File: src/rtl/mem_pkg.sv
// Shared types and constants for the memory stage.
package mem_pkg;

    typedef enum logic {
        IDLE = 1'b0,
        BUSY = 1'b1
    } state_t;

    localparam int TIMEOUT_DEF = 16;
    localparam int CNT_W       = 8;

    typedef struct packed {
        logic        dmem_we;
        logic        reg_we;
        logic        swd;
        logic [4:0]  wra;
        logic [31:0] alu_out;
        logic [31:0] store_data;
    } stage_t;

    typedef struct packed {
        logic        reg_we;
        logic [4:0]  wra;
        logic [31:0] wd;
    } wb_t;

    localparam wb_t BUBBLE = '0;

    function automatic logic is_access(input stage_t s);
        return s.dmem_we | (s.reg_we & s.swd);
    endfunction

endpackage

File: src/rtl/mux.sv
// Generic 2:1 multiplexer: sel=1 picks b.
module mux #(
    parameter int W = 32
) (
    input  logic [W-1:0] a,
    input  logic [W-1:0] b,
    input  logic         sel,
    output logic [W-1:0] y
);

    assign y = sel ? b : a;

endmodule

File: src/rtl/mem_stage.sv
// Memory pipeline stage: one outstanding data-memory access with
// ack/timeout handshake, misalign detection and writeback register.
module mem_stage
    import mem_pkg::*;
#(
    parameter int TIMEOUT = TIMEOUT_DEF
) (
    input  logic        clk,
    input  logic        rstn,
    input  logic        i_MEM_dmemWe,
    input  logic        i_MEM_regWe,
    input  logic        i_MEM_sWD,
    input  logic [4:0]  i_MEM_WRA,
    input  logic [31:0] i_MEM_ALUout,
    input  logic [31:0] i_MEM_storeData,
    output logic        o_MEM_stall,
    output logic        o_dmem_req,
    output logic        o_dmem_we,
    output logic [31:0] o_dmem_addr,
    output logic [31:0] o_dmem_wdata,
    input  logic        i_dmem_ack,
    input  logic [31:0] i_dmem_rdata,
    output logic        o_MEM_regWe,
    output logic [4:0]  o_MEM_WRA,
    output logic [31:0] o_MEM_WD,
    output logic        o_MEM_err
);

    localparam logic [CNT_W-1:0] CNT_LAST = CNT_W'(TIMEOUT - 1);

    stage_t           r;
    stage_t           in_s;
    state_t           state;
    logic [CNT_W-1:0] cnt;
    wb_t              wb;
    wb_t              wb_nxt;
    logic             err_nxt;
    logic             busy;
    logic             ack;
    logic             timeout;
    logic             stall;
    logic             r_access;
    logic             in_go;
    logic [31:0]      mem_wd;

    assign in_s = '{
        dmem_we:    i_MEM_dmemWe,
        reg_we:     i_MEM_regWe,
        swd:        i_MEM_sWD,
        wra:        i_MEM_WRA,
        alu_out:    i_MEM_ALUout,
        store_data: i_MEM_storeData
    };

    assign busy     = (state == BUSY);
    assign ack      = busy & i_dmem_ack;
    assign timeout  = busy & ~i_dmem_ack & (cnt == CNT_LAST);
    assign stall    = busy & ~i_dmem_ack & ~timeout;
    assign r_access = is_access(r);
    assign in_go    = is_access(in_s) & (in_s.alu_out[1:0] == 2'b00);

    mux #(32) u_wd_mux (
        .a   (r.alu_out),
        .b   (i_dmem_rdata),
        .sel (r.swd),
        .y   (mem_wd)
    );

    // BUSY implies R holds an aligned access, so these arms never overlap;
    // the default arm covers both misaligned and timed-out accesses.
    always_comb begin
        wb_nxt  = BUBBLE;
        err_nxt = 1'b0;
        unique case (1'b1)
            stall:     wb_nxt = BUBBLE;
            !r_access: wb_nxt = '{r.reg_we, r.wra, r.alu_out};
            ack:       wb_nxt = '{r.reg_we, r.wra, mem_wd};
            default: begin
                wb_nxt  = '{1'b0, r.wra, 32'h0};
                err_nxt = 1'b1;
            end
        endcase
    end

    always_ff @(posedge clk or negedge rstn) begin
        if (!rstn) begin
            r         <= '0;
            state     <= IDLE;
            cnt       <= '0;
            wb        <= BUBBLE;
            o_MEM_err <= 1'b0;
        end else begin
            wb        <= wb_nxt;
            o_MEM_err <= err_nxt;
            if (stall) begin
                cnt <= cnt + CNT_W'(1);
            end else begin
                r     <= in_s;
                cnt   <= '0;
                state <= in_go ? BUSY : IDLE;
            end
        end
    end

    assign o_MEM_stall  = stall;
    assign o_dmem_req   = busy;
    assign o_dmem_we    = r.dmem_we;
    assign o_dmem_addr  = r.alu_out;
    assign o_dmem_wdata = r.store_data;
    assign o_MEM_regWe  = wb.reg_we;
    assign o_MEM_WRA    = wb.wra;
    assign o_MEM_WD     = wb.wd;

endmodule

File: config.mk
export PLATFORM = sky130hd
export DESIGN_NAME = mem_stage
export DESIGN_NICKNAME = d
export VERILOG_FILES = /design/src/rtl/mem_pkg.sv /design/src/rtl/mux.sv /design/src/rtl/mem_stage.sv
export SDC_FILE = /design/constraint.sdc
export NUM_CORES = 1
export LEC_CHECK = 0
export CELL_PAD_IN_SITES_DETAIL_PLACEMENT = 1
export CELL_PAD_IN_SITES_GLOBAL_PLACEMENT = 2
export CORE_MARGIN = 8
export CORE_UTILIZATION = 30
export CTS_CLUSTER_SIZE = 40
export DETAILED_ROUTE_END_ITERATION = 10
export GPL_TIMING_DRIVEN = 0
export PLACE_DENSITY = 0.95
export SYNTH_ARGS = -nofsm -noshare
export SYNTH_HDL_FRONTEND = slang
export SYNTH_SLANG_ARGS = --single-unit
File: constraint.sdc
create_clock -name clk -period 3.75 [get_ports clk]
set_clock_uncertainty 0.05 [all_clocks]
set_input_delay 0.75 -clock clk [delete_from_list [all_inputs] [get_ports clk]]
set_output_delay 0.75 -clock clk [all_outputs]
set_load 0.01 [all_outputs]
# After elaboration in Yosys (flattened, before gate mapping)
# Cells that the tools add are included.
# classes
n_addsub,1
n_reduce_logical,3
eq_ne,1
mux,5
n_bitwise,11
# ops
cell,count
38-bit one-hot mux with 3 select lines,1
32-bit 2-to-1 mux,1
"8-bit by 1-bit adder with 8-bit output, second input constant",1
"8-bit by 4-bit equality test with 1-bit output, second input constant",1
8-bit 2-to-1 mux,1
1-bit bitwise AND,7
3-bit OR reduction,1
2-bit logical NOT,1
1-bit 2-to-1 mux,2
1-bit NOT,2
1-bit bitwise OR,2
1-bit logical NOT,1
# word_totals
elab_cells,33
input_bits,107
output_inout_bits,106
reg_bits,120

# Longest topological paths before layout
# depth
word_depth,7
depth_mapped,7
ltp_nobuf,5

# Hierarchy
# Synthesis repeated with hierarchy kept, for this count alone.
# hier_totals
cells_unflattened,384
hier_area_um2,5549.1
# by_module_without_submodules
module,area_each_um2,n_inst,seq_area_each_um2,cells_per_inst
mem_stage,5004.8,1,3002.9,348
mux,544.3,1,0.0,36

# Least setup slack after synthesis
# OpenSTA, ideal clock, no wires.
# synth_timing
kind,in2out
startpoint,input i_dmem_ack
endpoint,output o_MEM_stall
t_arrival_ns,1.512
required_time_ns,2.950
path_slack_ns,1.438
cell_stages,5
path_buffers,2
path_cell_list,nand2b_1 a21o_1 buf_6 inv_4 buf_6
# synth_via
elab_chain_len,5
# synth_rtl
item,line,text
from (decl),mem_stage.sv:21,"input logic i_dmem_ack,"
1-bit NOT *,"mem_stage.sv:57, mem_stage.sv:58",
1-bit bitwise AND *,"mem_stage.sv:57, mem_stage.sv:58",
1-bit bitwise AND,mem_stage.sv:57,assign timeout = busy & ~i_dmem_ack & (cnt == CNT_LAST);
1-bit NOT,mem_stage.sv:58,assign stall = busy & ~i_dmem_ack & ~timeout;
1-bit bitwise AND *,mem_stage.sv:58,
to (decl),mem_stage.sv:16,"output logic o_MEM_stall,"
# Mark *: on every way between the ends. The rest lies on a longest branch, timed or not.

# Final worst setup path
# Ends and elaborated chain as after synthesis.

==> flow_summary.json <==
{
  "outcome": "finished, final reports clean",
  "synth.distinct_cells": 31,
  "cts_tree": "done",
  "clock_sinks": 120,
  "grt_pass1_vias": 4244,
  "r2r_end": "o_dmem_wdata[6]",
  "ant_nets": 0,
  "end_kind": "output pin",
  "slowest_stage": "clkdlybuf4s50_1",
  "tightestPinTransition_ns": 0.731,
  "grt_pass1_wl_mm": 24.9,
  "antenna_found_initial": 0,
  "critPathTopFamily": "buffers and inverters",
  "rows": 47,
  "min_period_ns": 3.54,
  "synth_fp_nets": 459,
  "clockRootBuffer": "clkbuf_16",
  "die_area_mm2": 0.0214,
  "yosysWarningCount": 0,
  "drc_errors": 0,
  "clk_pin_slew_ns": 0.05,
  "rsz0062_at_grt": "no",
  "wire_per_inst_um": 19.4,
  "grt_max_degree": 75,
  "power_mw": 4.10,
  "drtIter0Drc": 66,
  "cts_setup_buffers": 0,
  "r2r_start": "cnt[0]",
  "critPathLaunch": "i_dmem_ack",
  "critPathMaxStageDelay_ns": 0.56,
  "maxSlewViolCount": 0,
  "dp.final_hpwl_mm": 11.9,
  "path_class": "primary input to output pin",
  "layout_commonest_cell": "clkdlybuf4s50_1",
  "place_area_mm2": 0.00751,
  "crit_cells": 7,
  "critPathArrivalTime_ns": 2.74,
  "path_buf_inv": 5,
  "layout-drive-gt1-share_pct": 30.0,
  "n_antenna_cell": 0,
  "yosysSeqAreaShare_pct": 59.1,
  "final_cell_mix": "clkdlybuf4s50_1, dfrtp_1, buf_4",
  "clockBufferDepth": 2,
  "initial_core_util_pct": 30.6,
  "num_io_pins": 213,
  "drtPass1Iterations": 4,
  "avgSynthCellArea_um2": 14.5,
  "fp.coreArea_mm2": 0.0166,
  "fmax_mhz": 282,
  "die_h_um": 146,
  "clock_latency_ns": 0.41,
  "start_kind": "primary input",
  "netlist_area_mm2": 0.00508,
  "vias_per_cell": 4.38,
  "postCtsResizedCells": 0,
  "hold_violations": 0,
  "cts.htree.levels": 4,
  "port_buffers": 212,
  "syn_to_final_growth_pct": 61.3,
  "synth_edf_count": 0,
  "ir_drop_v": 0.000300,
  "required_ns": 2.95,
  "p_per_area_mw_per_mm2": 500,
  "setup_viol": 0,
  "grt.total_usage_pct": 15.1,
  "worstHoldPathType": "primary input to async pin",
  "fin_setup_tns_ns": 0,
  "gp_congestion": 0.733,
  "final_nets": 691,
  "dr_total_vias": 3575,
  "slew_headroom_pct": 50.9,
  "cp_max_fo": 10,
  "path_cells": "clkdlybuf4s50_1 > nand2b_1 > a21o_1 > buf_6 > inv_4 > buf_6 > clkdlybuf4s50_1",
  "reg2reg_depth": 7,
  "period_share_pct": 94.4,
  "maxCapViolations": 0,
  "cp-endpoint": "o_MEM_stall",
  "synth_cells": 351,
  "ys_ff_latch": 120,
  "cts_buffers": 17,
  "ff2ff_setup_slack_ns": 1.66,
  "grt_overflow": 0,
  "die_x_um": 146,
  "ys.flop_type": "dfrtp_1",
  "drt-total-wl_mm": 15.8,
  "async_flop_share_pct": 100,
  "design_area_mm2": 0.00820,
  "power.leakage_nw": 3.57,
  "hold_buffers": 0
}
-- metal layers --
metal / global-route usage [%] / part of all wire (%) / routed length (um)
met1: 15.5 / 38 / 6010
met5: 0 / 0 / 0
met2: 26.2 / 51 / 8000
met3: 8.03 / 10 / 1630
met4: 4.48 / 1.1 / 166
-- synthesized netlist by cell type, types with 3 or more instances --
cell      instances  area [um^2]
clkbuf_1          7         26.3
a21oi_1           7         35.0
buf_4            68          510
nand2_1           3         11.3
mux2_2           44          495
mux2_4           28          420
o21ai_0           3         15.0
dfrtp_1         120         3000
a22o_1           32          280
buf_6             4         45.0
or3_1             4         25.0
nor2b_1           5         31.3
-- stage by stage --
stage,hold slack (ns),cells,setup slack (ns),utilization (%)
after floorplan,0.404,351,1.44,-
after global placement,0.422,783,-2.84,45.1
after detailed placement,0.441,784,0.193,45.3
after CTS,0.222,816,0.173,49.4
after global routing,0.231,816,0.108,49.4
final,0.218,816,0.208,49.4
-- worst min path at each step --
stage,startpoint,to,slack [ns],depth (start not counted)
6_report,rstn,o_dmem_wdata[24],0.22,1
5_1_grt,rstn,o_dmem_wdata[24],0.23,1
4_1_cts,rstn,o_dmem_wdata[24],0.22,1
3_5_place_dp,r[66],o_MEM_WRA[2],0.44,1
3_3_place_gp,r[68],o_MEM_WRA[4],0.42,1
2_1_floorplan,rstn,cnt[0],0.40,0
-- worst register-to-register path, delay by kind of cell, from the launching register on --
family                   cells  cell delay, ns
AO/OA/AOI/OAI                1            0.19
adder cells (fa/ha/maj)      1            0.28
buffers and inverters        3            0.49
flip-flops                   1            0.42
multiplexers                 1            0.32
AND/OR/NAND/NOR              1            0.25
-- state kept, by name, summed over array words and instances (netlist names) --
| name | count |
|---|---|
| o_dmem_addr | 32 |
| o_dmem_wdata | 32 |
| o_MEM_err | 1 |
| o_dmem_req | 1 |
| o_MEM_WD | 32 |
| r | 7 |
| o_MEM_WRA | 5 |
| o_MEM_regWe | 1 |
| o_dmem_we | 1 |
| cnt | 8 |
-- where the power goes --
group | total [mW] | internal (mW) | switching, mW | leakage, nW
Sequential | 1.47 | 1.41 | 0.0618 | 1.46
Clock | 1.90 | 1.30 | 0.595 | 0.329
Combinational | 0.728 | 0.469 | 0.259 | 1.78
Total | 4.10 | 3.18 | 0.916 | 3.57
-- cells by family (layout without fill, tap and decap cells) --
group,Yosys count,in the layout,synth area share [%]
muxes,72,72,18.0
and+or+nand+nor,25,25,3.10
AOI/OAI and AO/OA,50,50,7.66
buffers and inverters,82,327,11.7
DFF,120,120,59.1
adders and majority gates,1,1,0.246
xor gates and xnor gates,1,1,0.172
-- layout make-up --
class / instances / area [um^2]
plain buffers: 79 / 582
multi-input cells: 149 / 1480
clock buffers: 21 / 470
well taps: 220 / 275
clock inverters: 11 / 218
inverters: 3 / 13.8
flip-flops and latches: 120 / 3000
repair buffers: 213 / 2150
fillers: 1658 / 8390
Power figures use the tool's default switching activity.
